File: src/rtl/pwm_controller.sv
// PWM channel controller: period counter, active period/duty registers and a
// one-deep config shadow that is applied only at a period boundary.
// Optional feature macro: PWM_DEADTIME_EN adds dt_in and pwm_n_out with
// rising-edge dead-time insertion on both outputs.
module pwm_controller #(
   parameter int unsigned N    = 10
`ifdef PWM_DEADTIME_EN
   ,
   parameter int unsigned DT_W = 4
`endif
) (
   input  logic         clk,
   input  logic         rst,
   input  logic         enable,
   input  logic         cfg_valid,
   output logic         cfg_ready,
   input  logic [N-1:0] period_in,
   input  logic [N-1:0] duty_in,
`ifdef PWM_DEADTIME_EN
   input  logic [DT_W-1:0] dt_in,
   output logic            pwm_n_out,
`endif
   output logic         pwm_out,
   output logic         period_done,
   output logic         busy
);

   typedef enum logic [1:0] {StIdle, StRun, StDrain} state_e;

   state_e       state_q, state_d;
   logic [N-1:0] cnt_q, cnt_d;
   logic [N-1:0] per_q, per_d;
   logic [N-1:0] duty_q, duty_d;
   logic [N-1:0] sh_per_q, sh_per_d;
   logic [N-1:0] sh_duty_q, sh_duty_d;
   logic         pending_q, pending_d;
   logic         raw_d;
   logic         xfer;
   logic         wrap;

`ifdef PWM_DEADTIME_EN
   logic [DT_W-1:0] dt_q, dt_d;
   logic [DT_W-1:0] sh_dt_q, sh_dt_d;
   logic [DT_W-1:0] dtc_q, dtc_d;   // cycles the raw level has been stable, saturating
   logic            raw_q;
   logic            pwm_q, pwm_d;
   logic            pwm_n_q, pwm_n_d;
`else
   logic            pwm_q;
`endif

   assign xfer        = cfg_valid && !pending_q;
   assign wrap        = (state_q != StIdle) && (cnt_q == per_q);
   assign cfg_ready   = !pending_q;
   assign period_done = wrap;
   assign busy        = (state_q != StIdle);
   assign pwm_out     = pwm_q;
`ifdef PWM_DEADTIME_EN
   assign pwm_n_out   = pwm_n_q;
`endif

   // Next-state: FSM, counter, config handshake, boundary load and output compare
   always_comb begin
      state_d   = state_q;
      cnt_d     = cnt_q;
      per_d     = per_q;
      duty_d    = duty_q;
      sh_per_d  = sh_per_q;
      sh_duty_d = sh_duty_q;
      pending_d = pending_q;
`ifdef PWM_DEADTIME_EN
      dt_d      = dt_q;
      sh_dt_d   = sh_dt_q;
`endif

      unique case (state_q)
         StIdle: begin
            cnt_d = '0;
            // Idle config goes straight to the active registers
            if (xfer) begin
               per_d  = period_in;
               duty_d = duty_in;
`ifdef PWM_DEADTIME_EN
               dt_d   = dt_in;
`endif
            end
            if (enable) begin
               state_d = StRun;
               if (pending_q) begin
                  per_d     = sh_per_q;
                  duty_d    = sh_duty_q;
                  pending_d = 1'b0;
`ifdef PWM_DEADTIME_EN
                  dt_d      = sh_dt_q;
`endif
               end
            end
         end
         StRun, StDrain: begin
            cnt_d = wrap ? '0 : cnt_q + 1'b1;
            // Load uses the old pending flag, so a same-cycle transfer waits a period
            if (wrap && pending_q) begin
               per_d     = sh_per_q;
               duty_d    = sh_duty_q;
               pending_d = 1'b0;
`ifdef PWM_DEADTIME_EN
               dt_d      = sh_dt_q;
`endif
            end
            if (xfer) begin
               sh_per_d  = period_in;
               sh_duty_d = duty_in;
               pending_d = 1'b1;
`ifdef PWM_DEADTIME_EN
               sh_dt_d   = dt_in;
`endif
            end
            if (state_q == StRun) begin
               if (!enable) state_d = wrap ? StIdle : StDrain;
            end else begin
               if (enable)    state_d = StRun;
               else if (wrap) state_d = StIdle;
            end
            if (state_d == StIdle) cnt_d = '0;
         end
         default: begin
            state_d = StIdle;
            cnt_d   = '0;
         end
      endcase

      // Output register is loaded from the next count so it aligns with cnt
      raw_d = (state_d != StIdle) && (cnt_d < duty_d);

`ifdef PWM_DEADTIME_EN
      if (raw_d != raw_q)   dtc_d = '0;
      else if (&dtc_q)      dtc_d = dtc_q;
      else                  dtc_d = dtc_q + 1'b1;
      pwm_d   = raw_d && (dtc_d >= dt_d);
      pwm_n_d = (state_d != StIdle) && !raw_d && (dtc_d >= dt_d);
`endif
   end

   // State and datapath registers
   always_ff @(posedge clk or posedge rst) begin
      if (rst) begin
         state_q   <= StIdle;
         cnt_q     <= '0;
         per_q     <= '0;
         duty_q    <= '0;
         sh_per_q  <= '0;
         sh_duty_q <= '0;
         pending_q <= 1'b0;
         pwm_q     <= 1'b0;
`ifdef PWM_DEADTIME_EN
         dt_q      <= '0;
         sh_dt_q   <= '0;
         dtc_q     <= '0;
         raw_q     <= 1'b0;
         pwm_n_q   <= 1'b0;
`endif
      end else begin
         state_q   <= state_d;
         cnt_q     <= cnt_d;
         per_q     <= per_d;
         duty_q    <= duty_d;
         sh_per_q  <= sh_per_d;
         sh_duty_q <= sh_duty_d;
         pending_q <= pending_d;
`ifdef PWM_DEADTIME_EN
         dt_q      <= dt_d;
         sh_dt_q   <= sh_dt_d;
         dtc_q     <= dtc_d;
         raw_q     <= raw_d;
         pwm_q     <= pwm_d;
         pwm_n_q   <= pwm_n_d;
`else
         pwm_q     <= raw_d;
`endif
      end
   end

endmodule
File: config.mk
export PLATFORM = sky130hd
export DESIGN_NAME = pwm_controller
export DESIGN_NICKNAME = d
export VERILOG_FILES = /design/src/rtl/pwm_controller.sv
export SDC_FILE = /design/constraint.sdc
export NUM_CORES = 1
export LEC_CHECK = 0
export ABC_AREA = 1
export ABC_CLOCK_PERIOD_IN_PS = 4390
export CAP_MARGIN = 10
export CORE_MARGIN = 4
export CORE_UTILIZATION = 45
export DETAILED_ROUTE_END_ITERATION = 7
export PLACE_DENSITY = 0.76
export SKIP_CTS_REPAIR_TIMING = 1
export SLEW_MARGIN = 15
export SYNTH_ARGS = -nofsm -noshare
export SYNTH_HDL_FRONTEND = slang
export SYNTH_SLANG_ARGS = --single-unit
File: constraint.sdc
create_clock -name clk -period 4.39 [get_ports clk]
set_clock_uncertainty 0.15 [all_clocks]
set_input_delay 0.6585 -clock clk [delete_from_list [all_inputs] [get_ports clk]]
set_output_delay 0.6585 -clock clk [all_outputs]
set_load 0.01 [all_outputs]
==> impl_metrics.toml, run 1 <==
[run_status]
status = "finished, final reports clean"

[cts]
tritoncts = "built"
numCtsBuffers = 5
htreeDepth = 2
clk_latency_ps = 310
root_buffer = "clkbuf_8"
clock_sinks = 54
max-clock-path-buffers = 2
clk_pin_slew_ps = 100

[critical_path]
critPathLaunch = "state_q[0]"
arrival_ps = 3650
end_kind = "flip-flop"
path_max_fanout = 20
worstReg2RegStart = "state_q[0]"
critPathRequiredTime_ps = 4480
cp_num_buf_inv = 2
crit_family = "compound AO/OA/AOI/OAI gates"
critical_path_class = "reg -> reg"
cp_cell_sequence = "inv_1, ha_1, nor2_1, nand3_2, nor2_2, nand3_2, a21oi_1, o21ai_0, a22oi_1, inv_1, ha_1, a21oi_1, nor2_1, a211oi_1, o221a_2, nand2_1, a21oi_2"
worst_path_max_delay_cell = "dfrtp_1"
worstSetupStartpointType = "flip-flop"
max_stage_delay_ps = 400

[sta]
hold_viol = 0
period_needed_ps = 3560
setup_tns_ps = 0
setup-violations-final = 0
rsz0062_at_grt = "no"
maxSlewViolCount = 0
slew_headroom_pct = 45.3
max_slew.worst_pin.slew_ps = 821
period_share_pct = 81.2
fmax_mhz = 281

[synthesis]
ys_warn_count = 0
synth-main-ff-cell = "dfrtp_1"
synth.top_cell.area_share_pct = 42.1
async_flop_share_pct = 100
synthTopCellsByArea = "dfrtp_1 42%, nand2_1 8.9%, inv_1 6.8%"
ys_seq_area_share_pct = 42.1
ys_ff_latch = 54
yosysTopAreaCell = "dfrtp_1"
synth_edf_count = 0
synth.distinct_cells = 40
netlist_instances = 414
syn_avg_cell_area_sq_um = 7.76
synthesis.nets = 451
syn_area_sq_mm = 0.00321

[drt]
routed_wl_mm = 7.49
vias_per_cell = 5.37
drtIter0Drc = 174
highest_layer = "met4"
firstDrtPassIters = 5
wl_met3_um = 379
wl_per_cell_um = 14.1
drc_errors = 0
routed-wl-met2_mm = 3.59
met1_length_mm = 3.32
num_vias = 2861
antenna_left = 0

[placement]
dp_hpwl_mm = 5.56
dp_cells = 525
gp_congestion = 0.884
io_buffer_count = 27

[pwr]
power_density_mw_per_mm2 = 774
irDropWorstVdd_v = 0.000567
finalPower_mw = 2.86
p_leak_nw = 1.81

[run]
maxCapViolCount = 0

[global_route]
first_global_vias = 2799
overflow = 0
antenna_found_initial = 0
grt_max_degree = 36
grt_pass1_wl_mm = 13.0
grt_usage_pct = 18.8

[floorplanning]
pin_count = 28
initial_core_util_pct = 46.8
die_w_um = 92.5
die-area_sq_mm = 0.00855
rows = 30
core_area_sq_mm = 0.00687
die_h_um = 92.5

[cells_and_area]
antenna-diode-count = 0
drive_above_1_share_pct = 7.32
nets = 473
syn_to_final_growth_pct = 15.0
layout.cells.non_filler = 533

[worst_hold_path]
min_from = "sh_per_q[9]"
min_path_type = "reg -> reg"
## worst min-delay path: stages, from the launching register on
cell and delay [ps]:
dfrtp_1 350, nand2_1 50, nand2_1 50
## layer usage
layer / vias to the layer above / global-route usage (%)
met3: 16 / 3.82
li1: 1406 / -
met5: - / 0
met4: 0 / 7.55
met2: 78 / 30.7
met1: 1361 / 24.3
## synth_stat cells, types with 4 or more instances
cell and number:
nor3_1 4, a221oi_1 16, inv_2 5, a21oi_1 36
dfrtp_1 54, inv_1 58, nand3_1 13, ha_1 13
clkbuf_1 8, nor2_1 50, o21ai_0 30, a22oi_1 9
nand2_1 76
## where the power goes
group / switching [mW] / internal [mW]
logic: 1.05 / 0.578
registers: 0.109 / 0.723
clock network: 0.171 / 0.229
total: 1.33 / 1.53
## layout by cell type (no fill, tap or decap), types with 4 or more instances in the layout
cell / synthesis / layout
clkbuf_8: 0 / 5
nor2_1: 50 / 50
inv_2: 5 / 6
buf_4: 1 / 4
a221oi_1: 16 / 16
ha_1: 13 / 13
o21ai_0: 30 / 30
nand2_1: 76 / 76
dfrtp_1: 54 / 54
clkdlybuf4s50_1: 0 / 27
a21oi_1: 36 / 36
inv_1: 58 / 57
nor3_1: 4 / 4
nand3_1: 13 / 13
a22oi_1: 9 / 9
## through the flow
stage	hold WS [ps]	setup slack (ps)	util, %	cell area (sq um)
floorplan	286	1570	-	3210
global placement	301	976	51.8	3560
detailed placement	308	935	51.8	3560
CTS	333	867	53.8	3690
global route	346	410	53.8	3690
finish	331	826	53.8	3690
## state kept, by name, indices dropped and copies added (netlist names)
| register | cells |
|---|---|
| cnt_q | 10 |
| duty_q | 10 |
| pending_q | 1 |
| per_q | 10 |
| pwm_out | 1 |
| sh_duty_q | 10 |
| sh_per_q | 10 |
| state_q | 2 |
## path summary, 6_finish.rpt
path                                to  slack, ps  depth (start not counted)
min in group asynchronous     cnt_q[1]        640                          2
max in group asynchronous     per_q[6]       2700                          3
setup / recovery               pwm_out        830                         17
setup reg to reg               pwm_out        830                         17
hold / removal             sh_per_q[9]        330                          2
hold reg to reg            sh_per_q[9]        330                          2
## layout make-up
type | instances | area, sq um
multi-input cells | 279 | 1540
fillers | 646 | 3180
clock buffers | 5 | 68.8
clock inverters | 3 | 68.8
flip-flops and latches | 54 | 1350
inverters | 65 | 244
well taps | 96 | 120
repair buffers | 31 | 300
## cells by family (layout without fill, tap and decap cells)
family,count (synthesis),after routing,synth area share [%]
DFF,54,54,42.1
xor gates and xnor gates,6,6,1.64
buffers and inverters,81,104,9.97
adders and majority gates,13,13,5.06
AOI/OAI and AO/OA,100,100,19.4
and+or+nand+nor,158,158,21.1
muxes,2,2,0.701
(Power assumes the default switching activity.)
==> run 2, diff against run 1 <==
ABC_CLOCK_PERIOD_IN_PS = 3100   (was 4390)
PLACE_DENSITY = 0.78   (was 0.76)
clock period = 3.1 ns   (was 4.39 ns; I/O delays follow)
==> run 2 against run 1 <==
Cell count rose by 6.0%. Via count increased by 5.3%. Critical endpoint unchanged. Wire length up 9.9%. Count of clock-buffer cells in the layout is the same. Largest cell class unchanged. Global-route usage about the same. Maximum frequency increased by 16%. Sequential share of layout area decreased by 3.3 points. Register-to-register slack worse by 800 ps. Critical path depth decreased by 1. First-iteration DRC count fell by 12%. Sequential cell count is the same. Sequential power up 43%. Highest routed layer unchanged.
==> impl_metrics.toml, run 2 (synthesized netlist as in run 1, its figures left out) <==
[cts]
numCtsBuffers = 5
clk_pin_slew_ps = 100
tritoncts = "built"
root_buffer = "clkbuf_8"
htreeDepth = 2
max-clock-path-buffers = 2
clk_latency_ps = 310
clock_sinks = 54

[pwr]
seq_power_share_pct = 26.6
p_leak_nw = 1.96
cellInternalPower_mw = 2.38
clkPwrFrac_pct = 10.7
irDropWorstVdd_v = 0.000626
sw_frac_of_total_pct = 46.8
switching_power_mw = 2.10
power_density_mw_per_mm2 = 1100
p_comb_share_pct = 62.7

[global_route]
antenna_found_initial = 0
grt_pass1_wl_mm = 13.0
grt_usage_pct = 18.8
grt_max_degree = 28
overflow = 0
first_global_vias = 2844

[critical_path]
arrival_ps = 3120
critical_path_class = "reg -> reg"
path_max_fanout = 7
worstSetupStartpointType = "flip-flop"
critPathRequiredTime_ps = 3150
end_kind = "flip-flop"

[sta]
fmax_mhz = 325
period_needed_ps = 3070
max_slew.worst_pin.slew_ps = 813
setup-violations-final = 0
slew_headroom_pct = 45.8
hold_viol = 0
postLayoutSetupSlackWorst_ps = 27.6
maxSlewViolCount = 0
period_share_pct = 99.1

[cells_and_area]
drive_above_1_share_pct = 18.3
antenna-diode-count = 0
mostFrequentLayoutCell = "nand2_1"
most-common-layout-cells = "72 x nand2_1, 57 x inv_1, 53 x dfrtp_1"
syn_to_final_growth_pct = 26.6
final_core_util_pct = 59.2
nets = 505

[placement]
dp_hpwl_mm = 5.79
place_ws_ps = -91.5
gp_congestion = 0.886
io_buffer_count = 27

[floorplanning]
die_w_um = 92.5
die_h_um = 92.5
pin_count = 28
die-area_sq_mm = 0.00855
core_area_sq_mm = 0.00687
initial_core_util_pct = 46.8
rows = 30

[drt]
wl_met3_um = 369
wl_per_cell_um = 14.6
routed_wl_mm = 8.23
met1_length_mm = 3.65
antenna_left = 0
drc_errors = 0
drtIter0Drc = 153
firstDrtPassIters = 4
vias_per_cell = 5.33
num_vias = 3013
highest_layer = "met4"
routed-wl-met2_mm = 4.08

[run]
maxCapViolCount = 0

[worst_hold_path]
min_path_type = "reg -> reg"

[run_status]
status = "finished, final reports clean"
run 2: cell count changes in the layout (fill, tap and decap cells not counted), moves of 5 or more:
cell,delta
buf_4,+27
a21oi_1,-6
o21ai_0,-6
o21ai_1,+6
a21oi_2,+5
ha_1,-5
run 2: worst max-delay path, stage by stage, from the launching register on:
cell	delay (ps)
dfrtp_1	350
inv_1	70
ha_2	200
nor2_2	110
nand3_2	110
nor2_4	220
nand3_4	200
buf_6	170
a21oi_1	120
o21ai_1	90
a22oi_2	220
inv_1	100
ha_1	320
nand4_1	150
o221a_2	270
nand2_2	80
a21oi_2	30
run 2: power by group through the flow:
stage / clock, mW / combinational, mW / sequential (mW)
detailed placement: 0 / 2.43 / 1.19
floorplan: 0 / 1.78 / 1.15
CTS: 0.483 / 2.45 / 1.18
finish: 0.480 / 2.81 / 1.19
global route: 0.516 / 3.12 / 1.23
global placement: 0 / 2.34 / 1.18
run 2: routing by layer:
metal,track usage (%),vias up
met4,6.06,0
met3,2.60,10
met2,32.6,90
met5,0,-
li1,-,1483
met1,24.2,1430
run 2: per-stage QoR:
step / instance area (sq um) / setup TNS (ps) / std cells / total power, mW / hold WS [ps]
after detailed placement: 3710 / -91.5 / 545 / 3.62 / 317
after CTS: 3810 / -97.2 / 553 / 4.11 / 343
after global placement: 3710 / 0 / 545 / 3.52 / 306
after floorplan: 3210 / 0 / 414 / 2.93 / 286
final: 4070 / 0 / 565 / 4.48 / 342
after global routing: 4070 / -107 / 565 / 4.87 / 349
run 2: path summary, 6_finish.rpt:
kind / startpoint / to / slack (ps) / depth (start not counted)
worst max register to register: state_q[0] / pwm_out / 30 / 16
min in group asynchronous: rst / sh_duty_q[5] / 390 / 2
worst min-delay path: sh_per_q[4] / sh_per_q[4] / 340 / 2
worst min register to register: sh_per_q[4] / sh_per_q[4] / 340 / 2
worst max-delay path: state_q[0] / pwm_out / 30 / 16
max in group asynchronous: rst / cnt_q[5] / 1710 / 3
run 2: layout make-up:
class / count / area [sq um]
repair buffers: 62 / 548
flip-flops and latches: 54 / 1350
fillers: 589 / 2800
well taps: 96 / 120
clock buffers: 5 / 68.8
inverters: 65 / 244
multi-input cells: 280 / 1690
clock inverters: 3 / 40.0
==> run 3, diff against run 2 <==
--- a/config.mk
+++ b/config.mk
@@ -9,5 +9,4 @@
 export ABC_CLOCK_PERIOD_IN_PS = 3100
 export CAP_MARGIN = 10
-export CORE_MARGIN = 4
 export CORE_UTILIZATION = 45
 export DETAILED_ROUTE_END_ITERATION = 7
==> constraint.sdc (replaced) <==
create_clock -name clk -period 3.1 [get_ports clk]
set_clock_uncertainty 0.15 [all_clocks]
set_input_delay 0.93 -clock clk [delete_from_list [all_inputs] [get_ports clk]]
set_output_delay 0.93 -clock clk [all_outputs]
set_load 0.01 [all_outputs]
==> run 3 against run 2 <==
Final area shrank 1.8%. Count of clock-buffer cells in the layout grew 1. Critical endpoint unchanged. Sequential cell count is the same. Hold slack lost 12 ps. Register-to-register slack lost 60 ps. Core utilization shrank 0.72 points. Clock power shrank 11%. Setup slack lost 88 ps. Global-route usage grew 4.5 points. Maximum frequency shrank 2.8%. The run now ends with negative setup slack left. Sequential power is essentially flat. Wire length shrank 1.0%.
==> impl_metrics.toml, run 3 (synthesized netlist as in run 1, its figures left out) <==
[run_status]
status = "finished with violations"
violations = "negative setup slack"

[cts]
htreeDepth = 2
max-clock-path-buffers = 2
numCtsBuffers = 5
tritoncts = "built"
clk_latency_ps = 320
root_buffer = "clkbuf_8"
clk_pin_slew_ps = 100
clock_sinks = 54

[drt]
drtIter0Drc = 204
vias_per_cell = 5.34
routed_wl_mm = 8.15
firstDrtPassIters = 5
antenna_left = 0
num_vias = 3008
drc_errors = 0
wl_per_cell_um = 14.5

[floorplanning]
die_h_um = 86.5
initial_core_util_pct = 47.0
pin_count = 28
rows = 30
die_w_um = 86.5
core_area_sq_mm = 0.00683
die-area_sq_mm = 0.00748

[placement]
dp_hpwl_mm = 5.99
gp_congestion = 0.898
dp_cells = 554
io_buffer_count = 27
place_ws_ps = -536

[cells_and_area]
final_core_util_pct = 58.5
layout.cells.non_filler = 563
drive_above_1_share_pct = 17.1
antenna-diode-count = 0
nets = 503
mostFrequentLayoutCell = "nand2_1"
most-common-layout-cells = "72 x nand2_1, 56 x inv_1, 54 x dfrtp_1"
syn_to_final_growth_pct = 24.4

[sta]
setup-violations-final = 1
period_share_pct = 102
postLayoutSetupSlackWorst_ps = -60.7
fmax_mhz = 316
period_needed_ps = 3160
hold_viol = 0
max_slew.worst_pin.slew_ps = 742
maxSlewViolCount = 0
slew_headroom_pct = 50.5
rsz0062_at_grt = "yes"

[global_route]
grt_max_degree = 28
first_global_vias = 3063
grt_usage_pct = 23.3
overflow = 0
antenna_found_initial = 0
grt_pass1_wl_mm = 13.7

[critical_path]
critPathRequiredTime_ps = 3200
max_stage_delay_ps = 470
worstSetupStartpointType = "input port"
worst_path_max_delay_cell = "clkdlybuf4s50_1"
cp_num_buf_inv = 3
cp_cell_sequence = "clkdlybuf4s50_1, nand2_2, nand2_2, inv_4, a221oi_2, nor2_1, a22oi_2, inv_2, ha_4, a21oi_1, nor2_1, a211oi_2, o221a_2, nand2_1, a21oi_2"
path_max_fanout = 9
arrival_ps = 3260
crit_family = "compound AO/OA/AOI/OAI gates"
critical_path_class = "in -> reg"
end_kind = "flip-flop"

[pwr]
p_leak_nw = 1.97
power_density_mw_per_mm2 = 1080
irDropWorstVdd_v = 0.000653

[worst_hold_path]
min_path_type = "reg -> reg"

[run]
maxCapViolCount = 0
run 3: cell count changes in the layout (fill, tap and decap cells not counted), sizes merged:
cell	change
clkinv	-1
dlymetal6s2s	+2
bufinv	-1
clkbuf	+1
clkdlybuf4s50	-2
nand3	-1
clkinvlp	+1
buf	-1
run 3: where the power goes:
group          leakage [nW]  internal (mW)  switching (mW)  total, mW
clock                0.0472          0.180           0.248      0.429
combinational          1.26           1.06            1.66       2.71
sequential            0.661           1.02           0.158       1.18
total                  1.97           2.26            2.06       4.32
run 3: cell type report:
class                           instances  area [sq um]
Tap cell                               96           120
Clock buffer                            6          82.6
Timing Repair Buffer                   61           547
Sequential cell                        54          1350
Clock inverter                          2          12.5
Multi-Input combinational cell        279          1640
Inverter                               65           246
Fill cell                             618          2840
run 3: tightest hold or removal path: stages, from the launching register on:
cell     delay (ps)
dfrtp_1         350
nand2_1          50
nand2_1          50
run 3: worst paths after layout:
kind | from | to | depth (start not counted) | slack, ps
worst max-delay path | cfg_valid | pwm_out | 15 | -60
worst min-delay path | sh_per_q[9] | sh_per_q[9] | 2 | 330
worst max register to register | state_q[0] | pwm_out | 17 | -30
worst min register to register | sh_per_q[9] | sh_per_q[9] | 2 | 330
max in group asynchronous | rst | sh_per_q[8] | 3 | 1330
min in group asynchronous | rst | pwm_out | 2 | 860
run 3: stage by stage:
step                      power, mW  hold slack, ps  cell area [sq um]  setup TNS [ps]
after detailed placement       3.70             313               3790            -536
after global placement         3.58             308               3790            -457
after global routing           4.72             375               4000            -204
after CTS                      4.13             337               3880            -344
final                          4.32             330               4000           -60.7
after floorplan                2.93             286               3210               0
run 3: metal layers:
layer | GRT usage [%] | up-vias | wire length [um]
met5 | 0 | - | 0
met4 | 9.24 | 0 | 123
met3 | 3.14 | 13 | 293
met2 | 40.4 | 84 | 4140
met1 | 29.6 | 1440 | 3590
li1 | - | 1471 | -
